`config.mk`:
```
export PLATFORM = sky130hd
export DESIGN_NAME = iir_df2_filter
export DESIGN_NICKNAME = d
export VERILOG_FILES = /design/src/rtl/iir_df2_filter.sv
export SDC_FILE = /design/constraint.sdc
export NUM_CORES = 2
export LEC_CHECK = 0
export ABC_AREA = 1
export CORE_UTILIZATION = 45
export DETAILED_ROUTE_END_ITERATION = 16
export MAX_ROUTING_LAYER = met4
export PLACE_DENSITY = 0.65
export SKIP_CTS_REPAIR_TIMING = 1
export SLEW_MARGIN = 15
export SYNTH_ARGS = -nofsm -noshare
export SYNTH_HDL_FRONTEND = slang
export SYNTH_SLANG_ARGS = --single-unit
```
`constraint.sdc`:
```
create_clock -name CLK -period 14.7 [get_ports CLK]
set_input_delay 4.41 -clock CLK [delete_from_list [all_inputs] [get_ports CLK]]
set_output_delay 4.41 -clock CLK [all_outputs]
set_load 0.1 [all_outputs]
```
`src/rtl/iir_df2_filter.sv`:
```
// Direct Form II biquad IIR filter: one sample per cycle, two-cycle latency.
// Floor-truncated Q1.FRAC products, NB+2-bit sums, saturation on w and y.
module iir_df2_filter #(
  parameter int unsigned NB   = 12,
  parameter int unsigned FRAC = 11
) (
  input  logic                 CLK,
  input  logic                 RST_n,
  input  logic signed [NB-1:0] DIN,
  input  logic                 VIN,
  input  logic signed [NB-1:0] A1,
  input  logic signed [NB-1:0] A2,
  input  logic signed [NB-1:0] B0,
  input  logic signed [NB-1:0] B1,
  input  logic signed [NB-1:0] B2,
  output logic signed [NB-1:0] DOUT,
  output logic                 VOUT
);

  localparam int unsigned AW = NB + 2;
  localparam int unsigned PW = 2 * NB;

  localparam logic signed [AW-1:0] SatMax = {{(AW-NB+1){1'b0}}, {(NB-1){1'b1}}};
  localparam logic signed [AW-1:0] SatMin = {{(AW-NB+1){1'b1}}, {(NB-1){1'b0}}};

  logic signed [NB-1:0] x_q;
  logic                 v_q;
  logic signed [NB-1:0] w1_q, w2_q;
  logic signed [NB-1:0] dout_q;
  logic                 vout_q;

  logic signed [AW-1:0] x_ext;
  logic signed [AW-1:0] w_sum, y_sum;
  logic signed [NB-1:0] w, y;

  // Full-width signed product, floor shift, keep AW bits.
  function automatic logic signed [AW-1:0] trunc_q(input logic signed [NB-1:0] c,
                                                   input logic signed [NB-1:0] s);
    logic signed [PW-1:0] p;
    logic signed [PW-1:0] ps;
    p  = $signed({{NB{c[NB-1]}}, c}) * $signed({{NB{s[NB-1]}}, s});
    ps = p >>> FRAC;
    return ps[AW-1:0];
  endfunction

  function automatic logic signed [NB-1:0] sat(input logic signed [AW-1:0] v);
    logic signed [AW-1:0] c;
    if (v > SatMax) begin
      c = SatMax;
    end else if (v < SatMin) begin
      c = SatMin;
    end else begin
      c = v;
    end
    return c[NB-1:0];
  endfunction

  always_comb begin
    x_ext = {{(AW-NB){x_q[NB-1]}}, x_q};
    w_sum = x_ext - trunc_q(A1, w1_q) - trunc_q(A2, w2_q);
    w     = sat(w_sum);
    y_sum = trunc_q(B0, w) + trunc_q(B1, w1_q) + trunc_q(B2, w2_q);
    y     = sat(y_sum);
  end

  always_ff @(posedge CLK or negedge RST_n) begin
    if (!RST_n) begin
      x_q <= '0;
      v_q <= 1'b0;
    end else begin
      x_q <= DIN;
      v_q <= VIN;
    end
  end

  // State advances only on valid samples so VIN gaps leave history intact.
  always_ff @(posedge CLK or negedge RST_n) begin
    if (!RST_n) begin
      w1_q   <= '0;
      w2_q   <= '0;
      dout_q <= '0;
      vout_q <= 1'b0;
    end else begin
      vout_q <= v_q;
      if (v_q) begin
        dout_q <= y;
        w2_q   <= w1_q;
        w1_q   <= w;
      end
    end
  end

  assign DOUT = dout_q;
  assign VOUT = vout_q;

endmodule

```
# After elaboration in Yosys (flattened, before gate mapping)

Index checks and enable logic that the tools add are counted.

Register bits after elaboration: 50
Latch bits: 0
RAM bits: 0
Bits in read-only memories: 0
Memories kept: 0

Add/subtract/negate cells: 4
Multipliers: 5
Divide/modulo/power cells: 0
Magnitude comparators: 4
Eq/ne operators: 0
Shifts and indexed selects: 0
Muxes and demuxes: 4
Bitwise operators: 0
Reductions and logical operators: 0

Operators by type and width:

| operator                                                                           | count |
|---|---|
| 12-bit by 12-bit multiplier with 24-bit output                                     | 5 |
| 12-bit 2-to-1 mux                                                                  | 4 |
| 14-bit by 12-bit greater-than comparator with 1-bit output (second input constant) | 2 |
| 14-bit by 12-bit < comparator with 1-bit output (second input constant)            | 2 |
| 13-bit by 13-bit adder with 14-bit output                                          | 1 |
| 14-bit by 13-bit adder with 14-bit output                                          | 1 |
| 12-bit by 13-bit subtractor with 14-bit output                                     | 1 |
| 14-bit by 13-bit subtractor with 14-bit output                                     | 1 |

# Depth between registers and ports, before layout

Word-level depth: 12
Gate-level depth with buffers: 79
Depth with buffers taken out: 77

# Worst setup path after synthesis

OpenSTA, ideal clock, no wires.

Path type: input to register
Start: in A2[11]
End: reg dout_q[10], in the netlist DOUT[10]
Setup time: 137 ps
Arrival: 16472 ps
Data required time: 14563 ps
Path slack: -1908 ps
Stages on the path: 68
Cell sequence: clkbuf_1 > nand2_1 > fa_1 > inv_1 > ha_1 > inv_1 > fa_1 > inv_1 > fa_1 > inv_1 > fa_1 > inv_1 > ha_1 > nand2_1 > inv_1 > nor3_1 > nand2_1 > a21oi_1 > [32 not listed] > o21ai_0 > nand3_1 > o21bai_1 > nand2_1 > nand2_1 > xnor2_1 > fa_1 > inv_1 > ha_1 > fa_1 > nand3_1 > nand3_1 > nand3_1 > nand3_1 > nand2_1 > nand2_1 > a21oi_2 > a21oi_1

Cells in the longest elaborated chain, start to end: 11
Elaborated cells between the ends (all ways): 13

RTL lines:

| item                                             | line | source |
|---|---|---|
| from (decl)                                      | 12   | `input logic signed [NB-1:0] A2,` |
| 12-bit by 12-bit multiplier with 24-bit output * | 41   | `p = $signed({{NB{c[NB-1]}}, c}) * $signed({{NB{s[NB-1]}}, s});` |
| 14-bit by 13-bit subtractor with 14-bit output * | 60   | `w_sum = x_ext - trunc_q(A1, w1_q) - trunc_q(A2, w2_q);` |
| 14-bit by 12-bit < comparator with 1-bit output  | 50   | `end else if (v < SatMin) begin` |
| 12-bit 2-to-1 mux                                | 50   |  |
| 12-bit 2-to-1 mux *                              | 48   | `if (v > SatMax) begin` |
| net w[11]                                        | 34   | `logic signed [NB-1:0] w, y;` |
| 12-bit by 12-bit multiplier with 24-bit output * | 41   |  |
| 13-bit by 13-bit adder with 14-bit output *      | 62   | `y_sum = trunc_q(B0, w) + trunc_q(B1, w1_q) + trunc_q(B2, w2_q);` |
| 14-bit by 13-bit adder with 14-bit output *      | 62   |  |
| 14-bit by 12-bit < comparator with 1-bit output  | 50   |  |
| 12-bit 2-to-1 mux                                | 50   |  |
| 12-bit 2-to-1 mux *                              | 48   |  |
| to (signal assigned)                             | 86   | `dout_q <= y;` |
| to (decl)                                        | 29   | `logic signed [NB-1:0] dout_q;` |

The timed path passes the listed nets; every way through them passes the cells marked *.
A chain may end at the register's enable or synchronous reset.

# Final worst setup path

Start: in A1[4]
End: reg dout_q[1], in the netlist DOUT[1]

Cells in the longest elaborated chain, start to end: 12
Elaborated cells between the ends (all ways): 14

RTL lines:

| item                                             | line | source |
|---|---|---|
| from (decl)                                      | 11   | `input logic signed [NB-1:0] A1,` |
| 12-bit by 12-bit multiplier with 24-bit output * | 41   |  |
| 12-bit by 13-bit subtractor with 14-bit output * | 60   |  |
| 14-bit by 13-bit subtractor with 14-bit output * | 60   |  |
| 14-bit by 12-bit < comparator with 1-bit output  | 50   |  |
| 12-bit 2-to-1 mux                                | 50   |  |
| 12-bit 2-to-1 mux *                              | 48   |  |
| 12-bit by 12-bit multiplier with 24-bit output * | 41   |  |
| 13-bit by 13-bit adder with 14-bit output *      | 62   |  |
| 14-bit by 13-bit adder with 14-bit output *      | 62   |  |
| 14-bit by 12-bit < comparator with 1-bit output  | 50   |  |
| 12-bit 2-to-1 mux                                | 50   |  |
| 12-bit 2-to-1 mux *                              | 48   |  |

Every way passes the cells marked *; elsewhere a longest branch is shown, timed or not.

==> qor.yml <==
core-area_um2: 68600
wl_mm: 83.5
die_w_um: 265
critPathArrivalTime_ns: 16.90
maxCapViolCount: 0
drc: 0
grt_util_met3_pct: 1.13
postSynthAreaPerCell_um2: 7.87
cts_max_level: 2
ant_nets: 0
slew_violations: 0
drive_gt1_share_pct: 19.9
overflow: 0
nNetsFinal: 5382
clk_latency_ns: 0.31
pin_count: 88
hold_violations: 0
worstPathRequired_ns: 14.90
first_global_vias: 27000
antenna_cells: 0
synth_nets: 5015
grtUsageTotal_pct: 25.0
gp_congestion: 0.958
violations: "setup timing"
synth_area_um2: 31200
io_buffers: 87
die_h_um: 265
use_met2_pct: 42.5
whs_ns: 0.480
path_clk_slew_ns: 0.08
synth.distinct_cells: 42
clock-sinks: 50
rsz0062_at_grt: "true"
dieArea_um2: 70400
row_count: 96
relSlewSlack_pct: 13.9
path_class: "in -> reg"
dp.final_hpwl_mm: 70.3
synth_edf_count: 0
met1_usage_pct: 32.9
grt_max_degree: 51
setup_ws_ns: -2.00
vias: 25500
initial_utilization_pct: 45.5
worstMarginPinSlew_ns: 1.29
crit_top_cell: "fa_1"
syn_to_final_growth_pct: 22.5
finalSetupViolations: 12
via_per_inst: 4.85
yosysTopAreaCellShare_pct: 45.3
fin_crit_sh_pct: 114
grt_pass1_wl_mm: 137
synthArstFlopShare_pct: 100
post_drt_wl_per_cell_um: 15.9
fin_crit_ns: 16.70
max_stage_delay_ns: 0.59
synth_top_flop_cell: "dfrtp_1"
synth_cells: 3966
fmax_ghz: 0.0599
clock_path_buffers: 2
yosysWarnings: 0
start_kind: "primary input"
synth.yosys.seq_area_share_pct: 4.01
place_ws_ns: -2.91
dr.pass1.iters: 6
min_path_type: "reg -> reg"
drtIter0Drc: 1438
critPathMaxFanout: 7
cts_buffers: 5
yosys.area.top_type: "fa_1"
crit_path_top_delay_cell: "fa_2"
end_kind: "flip-flop"
antenna_found_initial: 0
cts_tree: "built"
synth.top_cells.by_area: "fa_1 45%, inv_1 14%, nand2_1 12%"
status: "finished with violations"
ctsRootBufferMaster: "clkbuf_16"
top_usage_layer: "met2"
synth-seq-cells: 50
fin_skew_ns: 0.00575
-- cells in the final DEF, fill, tap and decap left out, types with 8 or more instances in the layout --
master	instances
nand2_4	29
nor2_2	14
nand2_1	868
dlymetal6s2s_1	13
o21bai_1	8
buf_12	14
nand2_2	88
ha_4	61
o21ai_1	13
xor2_1	45
or2_2	23
nand3_1	55
nor3_1	9
o21ai_2	10
a21oi_4	9
clkbuf_16	10
ha_1	204
dfrtp_1	50
nor2_1	149
a21oi_1	81
clkdlybuf4s50_1	62
inv_2	63
nand4_1	23
buf_6	23
buf_4	355
a21oi_2	32
a21o_1	11
inv_1	1088
xnor2_1	49
nand3_2	19
fa_1	669
o21ai_0	48
fa_2	38
-- critical path, delay by kind of cell --
family / cells / cell delay (ns)
and+or+nand+nor: 27 / 2.85
adders and majority gates: 16 / 7.30
AOI/OAI and AO/OA: 4 / 0.49
buffers and inverters: 20 / 1.81
-- logic make-up (layout without fill, tap and decap cells) --
logic type	count (synthesis)	after routing	synth area share, %
fa+ha+maj	974	974	56.0
xor+xnor	108	108	3.03
simple gates	1314	1317	17.2
buf+inv	1288	1652	15.6
compound gates	232	233	4.07
flops	50	50	4.01
-- cell type report --
cell class | count | area [um^2]
fillers | 6338 | 30400
repair inverters | 1 | 6.26
flip-flops and latches | 50 | 1250
clock inverters | 3 | 48.8
clock buffers | 5 | 125
well taps | 931 | 1160
inverters | 1159 | 4380
multi-input cells | 2632 | 27100
repair buffers | 484 | 4190
-- layer usage --
layer	share of wire, %	up-vias
met5	0	-
met1	43	12700
met3	3.9	127
li1	-	12100
met2	50	640
met4	2.7	0
-- sequential cells by signal, indices dropped and copies added, names as in the netlist --
register  count
VOUT          1
DOUT         12
w2_q         12
v_q           1
x_q          12
w1_q         12
-- cell usage after synthesis, types with 3 or more instances --
cell type	number
inv_2	10
nor2_1	167
xor2_1	53
a21o_1	11
dfrtp_1	50
fa_1	707
o21bai_1	12
or2_2	24
nand4_1	23
ha_1	267
nor3_1	17
nand2_4	15
a211oi_1	7
o21ai_0	70
clkbuf_1	117
nand3_1	72
nand3_2	4
buf_2	3
inv_1	1146
xnor2_1	55
nand2_1	966
nand2_2	7
buf_1	6
o21a_1	3
a21oi_1	120
nor4_1	10
nand3b_1	3
-- final timing paths --
path | cells past startpoint | end | from | slack, ns
worst max-delay path | 67 | DOUT[1] | A1[4] | -2.00
min in group asynchronous | 2 | x_q[9] | RST_n | 4.21
worst min register to register | 2 | w2_q[9] | w2_q[9] | 0.48
worst min-delay path | 2 | w2_q[9] | w2_q[9] | 0.48
max in group asynchronous | 2 | DOUT[5] | RST_n | 9.96
worst max register to register | 57 | DOUT[1] | w2_q[6] | 1.05
-- per-stage QoR --
step | util, % | TNS [ns] | cell area [um^2] | instances
after floorplan | - | -11.55 | 32000 | 3966
after detailed placement | 52.5 | -34.14 | 36000 | 5180
after global routing | 55.7 | -29.24 | 38200 | 5265
after global placement | 52.5 | -32.59 | 36000 | 5180
final | 55.7 | -23.24 | 38200 | 5265
after CTS | 52.7 | -30.24 | 36200 | 5188
Power is left out: the tool's default activity adds up to more than one toggle a clock period on the data nets, which glitch-free logic cannot reach.
